**src/rtl/fios_word_scheduler.sv**
```systemverilog
// Purpose : sequences the word-serial FIOS Montgomery datapath over all (i,j) word products.
// Latency : first issue one cycle after start; busy for WORD_COUNT^2 + DRAIN + 1 cycles unheld.
// Backpr. : hold_i freezes all progress (no issue, delay lines disabled); abort_i returns to idle.
//
// Ports:
//   clock_i, reset_i       - clock (posedge) and asynchronous active-high reset
//   start_i                - start a multiplication (accepted in IDLE only)
//   hold_i                 - stall; freezes state and counters
//   abort_i                - synchronous return to IDLE, highest priority
//   busy_o                 - high in RUN, DRAIN and DONE
//   issue_o                - a word product (i_idx_o, j_idx_o) is issued this cycle
//   dly_en_o               - shared enable for the datapath delay lines
//   i_idx_o, j_idx_o       - registered outer/inner word indices
//   first_j_o, last_j_o    - issue qualifiers for j==0 and j==WORD_COUNT-1
//   done_o                 - one-cycle completion pulse
module fios_word_scheduler #(
    parameter int WORD_COUNT = 8,
    parameter int DRAIN      = 4,
    localparam int IDX_W     = $clog2(WORD_COUNT)
) (
    input  logic             clock_i,
    input  logic             reset_i,
    input  logic             start_i,
    input  logic             hold_i,
    input  logic             abort_i,
    output logic             busy_o,
    output logic             issue_o,
    output logic             dly_en_o,
    output logic [IDX_W-1:0] i_idx_o,
    output logic [IDX_W-1:0] j_idx_o,
    output logic             first_j_o,
    output logic             last_j_o,
    output logic             done_o
);

    // Wide enough to hold DRAIN-1 and never zero width, even for DRAIN == 0.
    localparam int DCW = $clog2(DRAIN + 2);

    localparam logic [IDX_W-1:0] LAST_IDX = IDX_W'(WORD_COUNT - 1);

    typedef enum logic [1:0] {
        S_IDLE  = 2'd0,
        S_RUN   = 2'd1,
        S_DRAIN = 2'd2,
        S_DONE  = 2'd3
    } state_t;

    state_t           state_q;
    logic [IDX_W-1:0] i_q;
    logic [IDX_W-1:0] j_q;
    logic [DCW-1:0]   drain_q;

    always_ff @(posedge clock_i or posedge reset_i) begin
        if (reset_i) begin
            state_q <= S_IDLE;
            i_q     <= '0;
            j_q     <= '0;
            drain_q <= '0;
        end else if (abort_i) begin
            // Abort wins over hold and start in every state, and never pulses done.
            state_q <= S_IDLE;
            i_q     <= '0;
            j_q     <= '0;
            drain_q <= '0;
        end else begin
            case (state_q)
                S_IDLE: begin
                    if (start_i) begin
                        state_q <= S_RUN;
                        i_q     <= '0;
                        j_q     <= '0;
                    end
                end
                S_RUN: begin
                    if (!hold_i) begin
                        if (j_q == LAST_IDX) begin
                            j_q <= '0;
                            if (i_q == LAST_IDX) begin
                                // Last product issued this cycle: indices park at 0.
                                i_q <= '0;
                                if (DRAIN > 0) begin
                                    state_q <= S_DRAIN;
                                    drain_q <= DCW'(DRAIN - 1);
                                end else begin
                                    state_q <= S_DONE;
                                end
                            end else begin
                                i_q <= i_q + IDX_W'(1);
                            end
                        end else begin
                            j_q <= j_q + IDX_W'(1);
                        end
                    end
                end
                S_DRAIN: begin
                    if (!hold_i) begin
                        if (drain_q == '0) begin
                            state_q <= S_DONE;
                        end else begin
                            drain_q <= drain_q - DCW'(1);
                        end
                    end
                end
                S_DONE: begin
                    // Hold is ignored here; start seen in this cycle is dropped.
                    state_q <= S_IDLE;
                end
                default: begin
                    state_q <= S_IDLE;
                end
            endcase
        end
    end

    // Combinational decode so that reset forces every output low immediately.
    always_comb begin
        busy_o   = 1'b0;
        issue_o  = 1'b0;
        dly_en_o = 1'b0;
        done_o   = 1'b0;
        case (state_q)
            S_RUN: begin
                busy_o   = 1'b1;
                issue_o  = !hold_i;
                dly_en_o = !hold_i;
            end
            S_DRAIN: begin
                busy_o   = 1'b1;
                dly_en_o = !hold_i;
            end
            S_DONE: begin
                busy_o = 1'b1;
                done_o = 1'b1;
            end
            default: begin
                busy_o = 1'b0;
            end
        endcase
    end

    assign i_idx_o   = i_q;
    assign j_idx_o   = j_q;
    assign first_j_o = issue_o && (j_q == '0);
    assign last_j_o  = issue_o && (j_q == LAST_IDX);

endmodule

```
**config.mk**
```make
export PLATFORM = sky130hd
export DESIGN_NAME = fios_word_scheduler
export DESIGN_NICKNAME = d
export VERILOG_FILES = /design/src/rtl/fios_word_scheduler.sv
export SDC_FILE = /design/constraint.sdc
export NUM_CORES = 1
export LEC_CHECK = 0
export ABC_AREA = 1
export BUFFER_PORTS_ARGS = -buffer_cell sky130_fd_sc_hd__buf_2
export CAP_MARGIN = 20
export CORE_UTILIZATION = 45
export CTS_BUF_LIST = sky130_fd_sc_hd__clkbuf_4 sky130_fd_sc_hd__clkbuf_8
export CTS_CLUSTER_SIZE = 14
export DETAILED_ROUTE_END_ITERATION = 10
export PLACE_DENSITY_LB_ADDON = 0.2
export SLEW_MARGIN = 0
export SYNTH_ARGS = -nofsm -noshare
export SYNTH_HDL_FRONTEND = slang
export SYNTH_SLANG_ARGS = --single-unit
export TNS_END_PERCENT = 50
```
**constraint.sdc**
```tcl
create_clock -name clock_i -period 1.9 [get_ports clock_i]
set_clock_uncertainty 0.1 [all_clocks]
set_input_delay 0.475 -clock clock_i [delete_from_list [all_inputs] [get_ports clock_i]]
set_output_delay 0.475 -clock clock_i [all_outputs]
set_load 0.03 [all_outputs]
```
==> results of run 1 <==
## metal layers
metal,routed length [µm],vias to the layer above
met4,12,0
met3,39,2
met5,0,-
li1,-,418
met2,874,11
met1,827,356
## path summary, 6_finish.rpt
check / to / cells past startpoint / start
min reg2reg: drain_q[2] / 2 / drain_q[2]
max reg2reg: j_idx_o[0] / 9 / state_q[0]
max in group asynchronous: state_q[0] / 2 / reset_i
min: j_idx_o[2] / 2 / reset_i
min in group clock_i: drain_q[2] / 2 / drain_q[2]
max: first_j_o / 7 / state_q[1]
## layout make-up
type | instances | area (µm²) | area share, %
clock buffers | 4 | 30.0 | 2.69
inverters | 23 | 88.8 | 7.95
multi-input cells | 84 | 551 | 49.3
flip-flops and latches | 11 | 277 | 24.7
well taps | 25 | 31.3 | 2.80
repair buffers | 22 | 140 | 12.5
## cell usage in the layout, fill, tap and decap left out, types with 2 or more instances in the layout
master,synthesis,routed
nor2_4,1,3
dfrtp_1,11,10
inv_2,2,4
nand3_2,2,2
buf_6,1,2
buf_4,0,7
nor2_2,2,2
clkbuf_4,0,4
nand2_4,2,2
nand3_1,9,9
nor2_1,12,10
inv_1,21,18
nand4_1,2,2
buf_2,0,13
ha_1,11,10
nand2_2,2,3
a21oi_1,2,2
o21ai_0,2,2
nand2_1,33,32
## cells by family (layout without fill, tap and decap cells)
logic type	count (synthesis)	count (layout)	synth area share, %
AOI/OAI and AO/OA	5	5	4.11
adders and majority gates	11	11	15.6
buffers and inverters	24	49	11.1
and+or+nand+nor	68	68	38.0
DFF	11	11	31.2
## flip-flops by register name (all words and copies together) (netlist names)
name and cells:
state_q 2, j_idx_o 3, i_idx_o 3, drain_q 3
## power by group through the flow
stage / Clock, mW / Sequential (mW) / Combinational [mW]
after floorplan: 0 / 0.406 / 0.554
after global routing: 0.197 / 0.370 / 0.996
final: 0.172 / 0.361 / 0.883
after detailed placement: 0 / 0.366 / 0.776
after global placement: 0 / 0.358 / 0.763
after CTS: 0.183 / 0.365 / 0.862
## through the flow
| stage | cell area [µm²] | hold slack (ns) | total power, mW |
|---|---|---|---|
| floorplan | 903 | 0.227 | 0.960 |
| global placement | 1010 | 0.354 | 1.12 |
| detailed placement | 1010 | 0.366 | 1.14 |
| CTS | 1100 | 0.0900 | 1.41 |
| global route | 1120 | 0.113 | 1.56 |
| finish | 1120 | 0.0868 | 1.42 |
## timing repair
item / 4_1_cts / 5_1_grt
endpoints found under the setup margin: 4 / 4
gates resized for setup: 13 / 1
setup buffers: 4 / 1
pin swaps: 1 / 3
==> reports/summary.txt, run 1 <==
PortBufs - 16
Worst slew pin tran - 0.407 ns
Seq pwr share - 25.5%
IO Pins - 17
Initial drt markers - 10
Placed insts - 160
Power Density - 1270 nW/µm²
Synthesized area per cell - 7.41 µm²
All-Layer GR Usage - 20.2%
CTS Hold Bufs - 0
Layout cells sized above 1 - 33.3%
Library cells used by synthesis - 19
Post-DRT Antenna Nets - 0
Sequential-to-total area share from yosys stat - 31.2%
Hold WC Path Type - input pin to async pin
Cell family with most CP delay - flip-flops
Max Cap Viol - 0
Clock network fraction of design power - 12.1%
Initial Util - 49.5%
Fin crit share - 101%
Critical path type - flip-flop to output port
GR Util met3 - 4.71%
Clock root cell - clkbuf_4
Power Internal - 722 µW
Switching part of the total - 49.0%
CP required - 1.32 ns
Synth warnings - 0
EDFF count, synth - 0
Fin. Hold Viols - 0
Max Buffers Root-to-Sink - 2
Largest area contributor in the netlist - dfrtp_1
Vias in the first global route - 725
Combinational share of power - 62.4%
DRC - 0
Endpoint class of the critical path - output port
Worst R2R Setup Slack - 0.24 ns
FP Rows - 15
Initial antenna violation count - 0
Clock-pin transition on the worst setup and hold timing paths - 0.07 ns
Max Clk Rate - 523 MHz
Syn nets - 135
Final Setup Violations - 1
Biggest cell delay along the critical path - 0.40 ns
CTS buffer count - 3
Gr ovfl total - 0
Gr busiest metal - met2
VDD IR max - 0.616 mV
Final Util - 62.7%
Height of the die - 46.3 µm
Global-route wire length before repair - 2970 µm
Critical-path cell list - inv_2 > ha_4 > inv_4 > nor2_4 > nand2_2 > nor2_4 > buf_6
Slew headroom - 72.6%
TritonCTS clock tree - done
Final worst path period need - 1.91 ns
Unrepaired setup endpoints after global routing - yes
Largest net degree at the start of global routing - 13
Vias - 787
Vias per inst - 4.66
CP Max Fanout - 3
Failing checks - setup timing
Most used DFF post-synth - dfrtp_1
Most frequent cell after synthesis - nand2_1
RD Place Congestion - 0.761
NetSw - 693 µW
Slowest cell on crit path - dfrtp_1
Post-synth top cells - nand2_1 (33), inv_1 (21), nor2_1 (12)
Non-Filler Instances - 169
H-tree depth - 1
Setup TNS - -0.0128 ns
Diodes inserted - 0
Fillers - 157
Met2 Use GR - 34.9%
Post-DP HPWL - 1310 µm
Top cells by area, synth - dfrtp_1 (31%), ha_1 (16%), nand2_1 (14%), inv_1 (8.9%), nand3_1 (5.1%)
Cell mode on critical path - nor2_4
Worst setup SP type - flip-flop
Leakage - 0.661 nW
Status - finished, violations left
Clk Latency, worst-skew pair - 0.26 ns
WP data arrival - 1.34 ns
Drt total wl - 1750 µm
DR pass1 iterations - 4
Die width - 46.3 µm
Max Slew Vio Count - 0
Area share of the largest cell type after synthesis - 31.2%
Synth Register Bits - 11
# nets final - 161
Place WS - 0.0846 ns
CORE AREA - 1780 µm²
Routed wire per std cell - 10.4 µm
Worst path bufs/invs - 3
Slack of the critical path - -0.0128 ns
Cell area after synthesis - 882 µm²
Die area - 2140 µm²
Post-Syn Instances - 119
Area Overhead vs Synth - 26.7%
M1 GR Usage - 23.6%
Post-synth ARST share - 100%
Clock tree sinks - 11
No activity file was read; power rests on OpenSTA's default activity.
==> inputs of run 2 (changes only) <==
--- a/config.mk
+++ b/config.mk
@@ -13,6 +13,7 @@
 export CTS_CLUSTER_SIZE = 14
 export DETAILED_ROUTE_END_ITERATION = 10
 export PLACE_DENSITY_LB_ADDON = 0.2
+export RECOVER_POWER = 100
 export SLEW_MARGIN = 0
 export SYNTH_ARGS = -nofsm -noshare
 export SYNTH_HDL_FRONTEND = slang
==> constraint.sdc (replaced) <==
create_clock -name clock_i -period 1.6 [get_ports clock_i]
set_clock_uncertainty 0.1 [all_clocks]
set_input_delay 0.4 -clock clock_i [delete_from_list [all_inputs] [get_ports clock_i]]
set_output_delay 0.4 -clock clock_i [all_outputs]
set_load 0.03 [all_outputs]
==> run 2 against run 1 <==
Net effect: the flow still finishes with violations (setup timing); flip-flop and latch count unchanged; via count increased by 12%; non-clock buffer count increased by 8; utilization up 9.5 points; count of clock-buffer cells in the layout did not move; cell count rose by 4.7%; largest cell class unchanged; largest power group unchanged.
==> reports/summary.txt, run 2 (same netlist as run 1, synthesis figures left out) <==
# nets final - 169 (was 161)
Initial drt markers - 21 (was 10)
Critical-path cell list - inv_2 > ha_4 > inv_6 > nor2_4 > nand2_2 > nor2_4 > buf_6 (was inv_2 > ha_4 > inv_4 > nor2_4 > nand2_2 > nor2_4 > buf_6)
Area after DPL - 1110 µm² (was 1010 µm²)
Slowest cell on crit path - dfrtp_1 (unchanged)
Register Area - 280 µm² (was 277 µm²)
Cell mode on critical path - nor2_4 (unchanged)
Gr ovfl total - 0 (unchanged)
Fin. Hold Viols - 0 (unchanged)
Fin crit share - 116%
Status - finished, violations left (unchanged)
Diodes inserted - 0 (unchanged)
Slew headroom - 69.8% (was 72.6%)
Cell family with most CP delay - flip-flops (unchanged)
Clock network fraction of design power - 10.5% (was 12.1%)
Post-DP HPWL - 1570 µm (was 1310 µm)
Max Clk Rate - 541 MHz
Critical path type - flip-flop to output port (unchanged)
TritonCTS clock tree - done (unchanged)
Hold WC Path Type - input pin to async pin (unchanged)
Max Slew Vio Count - 0 (unchanged)
Clock root cell - clkbuf_4 (unchanged)
Vias per inst - 4.96 (was 4.66)
Area of the multi-input gates - 633 µm² (was 551 µm²)
Global-route wire length before repair - 3350 µm (was 2970 µm)
Die width - 46.3 µm (unchanged)
Largest net degree at the start of global routing - 12 (was 13)
CORE AREA - 1780 µm² (unchanged)
Worst path bufs/invs - 3 (unchanged)
WP data arrival - 1.35 ns (was 1.34 ns)
Power Density - 1550 nW/µm² (was 1270 nW/µm²)
FP Rows - 15 (unchanged)
Biggest cell delay along the critical path - 0.39 ns (was 0.40 ns)
Power Internal - 1.02 mW (was 722 µW)
CTS Hold Bufs - 0 (unchanged)
Leakage - 0.679 nW (was 0.661 nW)
Final worst path period need - 1.85 ns
DRC - 0 (unchanged)
Routed wire per std cell - 12.5 µm (was 10.4 µm)
Height of the die - 46.3 µm (unchanged)
Worst setup SP type - flip-flop (unchanged)
Final Setup Violations - 8 (was 1)
Vias - 878 (was 787)
Max Cap Viol - 0 (unchanged)
Fin area - 1290 µm² (was 1120 µm²)
VDD IR max - 1.08 mV (was 0.616 mV)
Place WS - 0.00251 ns (was 0.0846 ns)
H-tree depth - 1 (unchanged)
Drt total wl - 2210 µm (was 1750 µm)
Post-DRT Antenna Nets - 0 (unchanged)
Clock tree sinks - 11 (unchanged)
Die area - 2140 µm² (unchanged)
Area Overhead vs Synth - 45.8% (was 26.7%)
Fillers - 126 (was 157)
Final Util - 72.1% (was 62.7%)
Initial Util - 49.5% (unchanged)
Endpoint class of the critical path - output port (unchanged)
Switching part of the total - 48.7% (was 49.0%)
Most common cell after layout, fill and taps aside - nand2_1 (unchanged)
Commonest non-fill, non-tap cells in the layout - nand2_1 (30), inv_1 (13), buf_4 (13) (was nand2_1 (32), inv_1 (18), buf_2 (13))
Vias in the first global route - 735 (was 725)
Clock-pin transition on the worst setup and hold timing paths - 0.07 ns (about the same)
Failing checks - setup timing (unchanged)
Max Buffers Root-to-Sink - 2 (unchanged)
PortBufs - 16 (unchanged)
CP Max Fanout - 3 (unchanged)
Layout cells sized above 1 - 48.7% (was 33.3%)
Clk Latency, worst-skew pair - 0.28 ns (was 0.26 ns)
All-Layer GR Usage - 23.0% (was 20.2%)
Seq pwr share - 22.4% (was 25.5%)
Unrepaired setup endpoints after global routing - yes (unchanged)
Tot Pwr - 1.99 mW (was 1.42 mW)
Slack of the critical path - -0.249 ns (was -0.0128 ns)
CP required - 1.10 ns (was 1.32 ns)
DR pass1 iterations - 4 (unchanged)
IO Pins - 17 (unchanged)
CTS buffer count - 3 (unchanged)
Initial antenna violation count - 0 (unchanged)
Combinational share of power - 67.1% (was 62.4%)
Worst slew pin tran - 0.453 ns (was 0.407 ns)
RD Place Congestion - 0.874 (was 0.761)
NetSw - 970 µW (was 693 µW)
-- run 2: timing repair --
action                                  4_1_cts  5_1_grt
pin swaps                                     7       11
buffers inserted                              4        7
resized for setup                            18       11
endpoints found under the setup margin        8       17
-- run 2: layout make-up --
cell class                 count  area share (%)
clock buffer                   4            2.33
inverter                      23            7.30
multi-input combinational     84            49.2
sequential                    11            21.8
tap                           25            2.43
timing repair buffer          30            16.9
-- run 2: worst reg2reg max path, stage by stage, from the launching register on --
cell     delay, ns
dfrtp_1       0.40
inv_1         0.07
ha_1          0.16
ha_2          0.20
inv_1         0.05
o21ai_0       0.19
buf_4         0.16
nand3_2       0.08
nand2_1       0.07
nand2_1       0.05
-- run 2: per-stage QoR --
stage          setup TNS (ns)  std cells  hold WS (ns)
2_1_floorplan          -0.145        119         0.152
3_3_place_gp                0        166         0.317
3_5_place_dp                0        166         0.322
4_1_cts                -0.967        174        0.0140
5_1_grt                 -1.73        177        0.0526
6_report                -1.06        177        0.0123
-- run 2: power by group through the flow --
stage | registers (mW) | clock network (mW) | logic [mW]
floorplan | 0.498 | 0 | 0.707
global placement | 0.436 | 0 | 1.02
detailed placement | 0.440 | 0 | 1.06
CTS | 0.436 | 0.220 | 1.23
global route | 0.456 | 0.231 | 1.46
finish | 0.445 | 0.209 | 1.34
-- run 2: metal layers --
layer	track usage [%]	wire length (µm)
met3	5.88	105
met2	36.3	1110
met5	0	0
met1	30.5	929
met4	7.65	60
-- run 2: path summary, 6_finish.rpt --
| check | startpoint | end | slack (ns) | depth (start not counted) |
|---|---|---|---|---|
| setup / recovery | state_q[1] | first_j_o | -0.25 | 7 |
| hold / removal | reset_i | i_idx_o[0] | 0.01 | 2 |
| setup reg to reg | drain_q[0] | state_q[0] | -0.04 | 9 |
| hold reg to reg | drain_q[2] | drain_q[2] | 0.38 | 2 |
| max in group asynchronous | reset_i | state_q[0] | 1.04 | 2 |
| min in group clock_i | drain_q[2] | drain_q[2] | 0.38 | 2 |
==> inputs of run 3 (changes only) <==
--- a/config.mk
+++ b/config.mk
@@ -8,7 +8,10 @@
 export ABC_AREA = 1
 export BUFFER_PORTS_ARGS = -buffer_cell sky130_fd_sc_hd__buf_2
 export CAP_MARGIN = 20
-export CORE_UTILIZATION = 45
+export CELL_PAD_IN_SITES_DETAIL_PLACEMENT = 1
+export CELL_PAD_IN_SITES_GLOBAL_PLACEMENT = 1
+export CORE_MARGIN = 10
+export CORE_UTILIZATION = 36
 export CTS_BUF_LIST = sky130_fd_sc_hd__clkbuf_4 sky130_fd_sc_hd__clkbuf_8
 export CTS_CLUSTER_SIZE = 14
 export DETAILED_ROUTE_END_ITERATION = 10
==> run 3 against run 2 <==
Net effect: the run still ends with setup timing left; maximum frequency rose by 1.9%; combinational power is 5% lower; register-to-register slack got worse by 0.10 ns; critical endpoint unchanged; largest power group unchanged; highest routed layer unchanged.
==> reports/summary.txt, run 3 (same netlist as run 1, synthesis figures left out) <==
CP Max Fanout - 3 (unchanged)
Critical path type - flip-flop to output port (unchanged)
Diodes inserted - 0 (unchanged)
Clock root cell - clkbuf_4 (unchanged)
RD Place Congestion - 0.765 (was 0.874)
DRC - 0 (unchanged)
Global-route wire length before repair - 4000 µm (was 3350 µm)
Post-DRT Antenna Nets - 0 (unchanged)
Clock tree sinks - 11 (unchanged)
Setup TNS - -1.93 ns (was -1.06 ns)
Power Density - 1530 nW/µm² (was 1550 nW/µm²)
Die width - 69.5 µm (was 46.3 µm)
IO Pins - 17 (unchanged)
Max Slew Vio Count - 0 (unchanged)
Fin. Hold Viols - 0 (unchanged)
Max Buffers Root-to-Sink - 2 (unchanged)
Max Clk Rate - 551 MHz (was 541 MHz)
Beginning of the critical path - state_q[1] (unchanged)
CP required - 1.10 ns (about the same)
Worst slew pin tran - 0.428 ns (was 0.453 ns)
Leakage - 0.669 nW (was 0.679 nW)
DR pass1 iterations - 3 (was 4)
VDD IR max - 0.712 mV (was 1.08 mV)
Largest net degree at the start of global routing - 12 (unchanged)
Initial Util - 38.8% (was 49.5%)
Status - finished, violations left (unchanged)
Area after DPL - 1120 µm² (was 1110 µm²)
PortBufs - 16 (unchanged)
CTS buffer count - 3 (unchanged)
Worst setup SP type - flip-flop (unchanged)
Critical-path cell list - inv_2 > ha_4 > inv_4 > nor2_4 > nand2_2 > nor2_4 > buf_6 (was inv_2 > ha_4 > inv_6 > nor2_4 > nand2_2 > nor2_4 > buf_6)
Cell mode on critical path - nor2_4 (unchanged)
Fin area - 1250 µm² (was 1290 µm²)
Non-Filler Instances - 178 (was 177)
Final Util - 55.1% (was 72.1%)
Slew headroom - 71.2% (was 69.8%)
Placed insts - 169 (was 166)
TritonCTS clock tree - done (unchanged)
Max Cap Viol - 0 (unchanged)
Die area - 4830 µm² (was 2140 µm²)
Initial drt markers - 10 (was 21)
Commonest non-fill, non-tap cells in the layout - nand2_1 (30), inv_1 (14), buf_4 (12) (was nand2_1 (30), inv_1 (13), buf_4 (13))
Slack of the critical path - -0.215 ns (was -0.249 ns)
Final Setup Violations - 17 (was 8)
Clock-pin transition on the worst setup and hold timing paths - 0.08 ns (was 0.07 ns)
WP data arrival - 1.31 ns (was 1.35 ns)
Vias per inst - 4.72 (was 4.96)
Fin crit share - 113% (was 116%)
Clk Latency, worst-skew pair - 0.27 ns (was 0.28 ns)
Tot Pwr - 1.92 mW (was 1.99 mW)
Endpoint class of the critical path - output port (unchanged)
Reg-to-Reg Start - state_q[0] (was drain_q[0])
Biggest cell delay along the critical path - 0.40 ns (was 0.39 ns)
H-tree depth - 1 (unchanged)
Final worst path period need - 1.81 ns (was 1.85 ns)
Routed wire per std cell - 13.2 µm (was 12.5 µm)
# nets final - 167 (was 169)
FP Rows - 17 (was 15)
Most common cell after layout, fill and taps aside - nand2_1 (unchanged)
Initial antenna violation count - 0 (unchanged)
Vias - 840 (was 878)
Failing checks - setup timing (unchanged)
Gr ovfl total - 0 (unchanged)
CORE AREA - 2280 µm² (was 1780 µm²)
All-Layer GR Usage - 9.68% (was 23.0%)
Slowest cell on crit path - dfrtp_1 (unchanged)
Hold WC Path Type - input pin to async pin (unchanged)
Layout cells sized above 1 - 46.0% (was 48.7%)
Area Overhead vs Synth - 42.3% (was 45.8%)
Vias in the first global route - 918 (was 735)
Height of the die - 69.5 µm (was 46.3 µm)
Unrepaired setup endpoints after global routing - yes (unchanged)
Drt total wl - 2360 µm (was 2210 µm)
Post-DP HPWL - 1950 µm (was 1570 µm)
-- run 3: per-stage QoR --
stage / hold WS, ns / worst slack [ns]
after floorplan: 0.152 / -0.101
after global placement: 0.325 / 0.0206
after detailed placement: 0.317 / -0.0490
after CTS: 0.0183 / -0.229
after global routing: 0.0333 / -0.319
final: 0.0135 / -0.215
-- run 3: worst max-delay path: cells and delay by family (launching register included) --
family        cells  cell delay (ns)
simple gates      3             0.23
flops             1             0.40
buf+inv           3             0.26
fa+ha+maj         1             0.14
-- run 3: path summary, 6_finish.rpt --
path / endpoint / depth (start not counted) / slack (ns)
max: first_j_o / 7 / -0.21
min: drain_q[2] / 2 / 0.01
max reg2reg: i_idx_o[2] / 10 / -0.14
min reg2reg: drain_q[1] / 2 / 0.38
max in group asynchronous: j_idx_o[1] / 2 / 1.05
min in group clock_i: drain_q[1] / 2 / 0.38
-- run 3: metal layers --
layer	wire length [µm]	share of wire [%]	vias up	track usage, %
li1	-	-	427	-
met1	992	42	402	10.7
met2	1270	54	9	17.4
met3	90	3.8	2	2.57
met4	9	0.38	0	2.88
met5	0	0	-	0
-- run 3: final cells by class --
cell class                      count  area (µm²)
Clock buffer                        4        30.0
Fill cell                         286        1020
Inverter                           23        91.3
Multi-Input combinational cell     84         613
Sequential cell                    11         280
Tap cell                           28        35.0
Timing Repair Buffer               28         205
-- run 3: timing repair --
item	4_1_cts	5_1_grt
endpoints found under the setup margin	10	17
pin swaps	5	2
setup buffers	3	2
hold buffers	0	0
resized for setup	14	13
-- run 3: power by group --
part           total (mW)  internal [mW]  switching [mW]
combinational        1.27          0.503           0.762
clock               0.214          0.113           0.101
sequential          0.435          0.362          0.0731
total                1.92          0.979           0.937
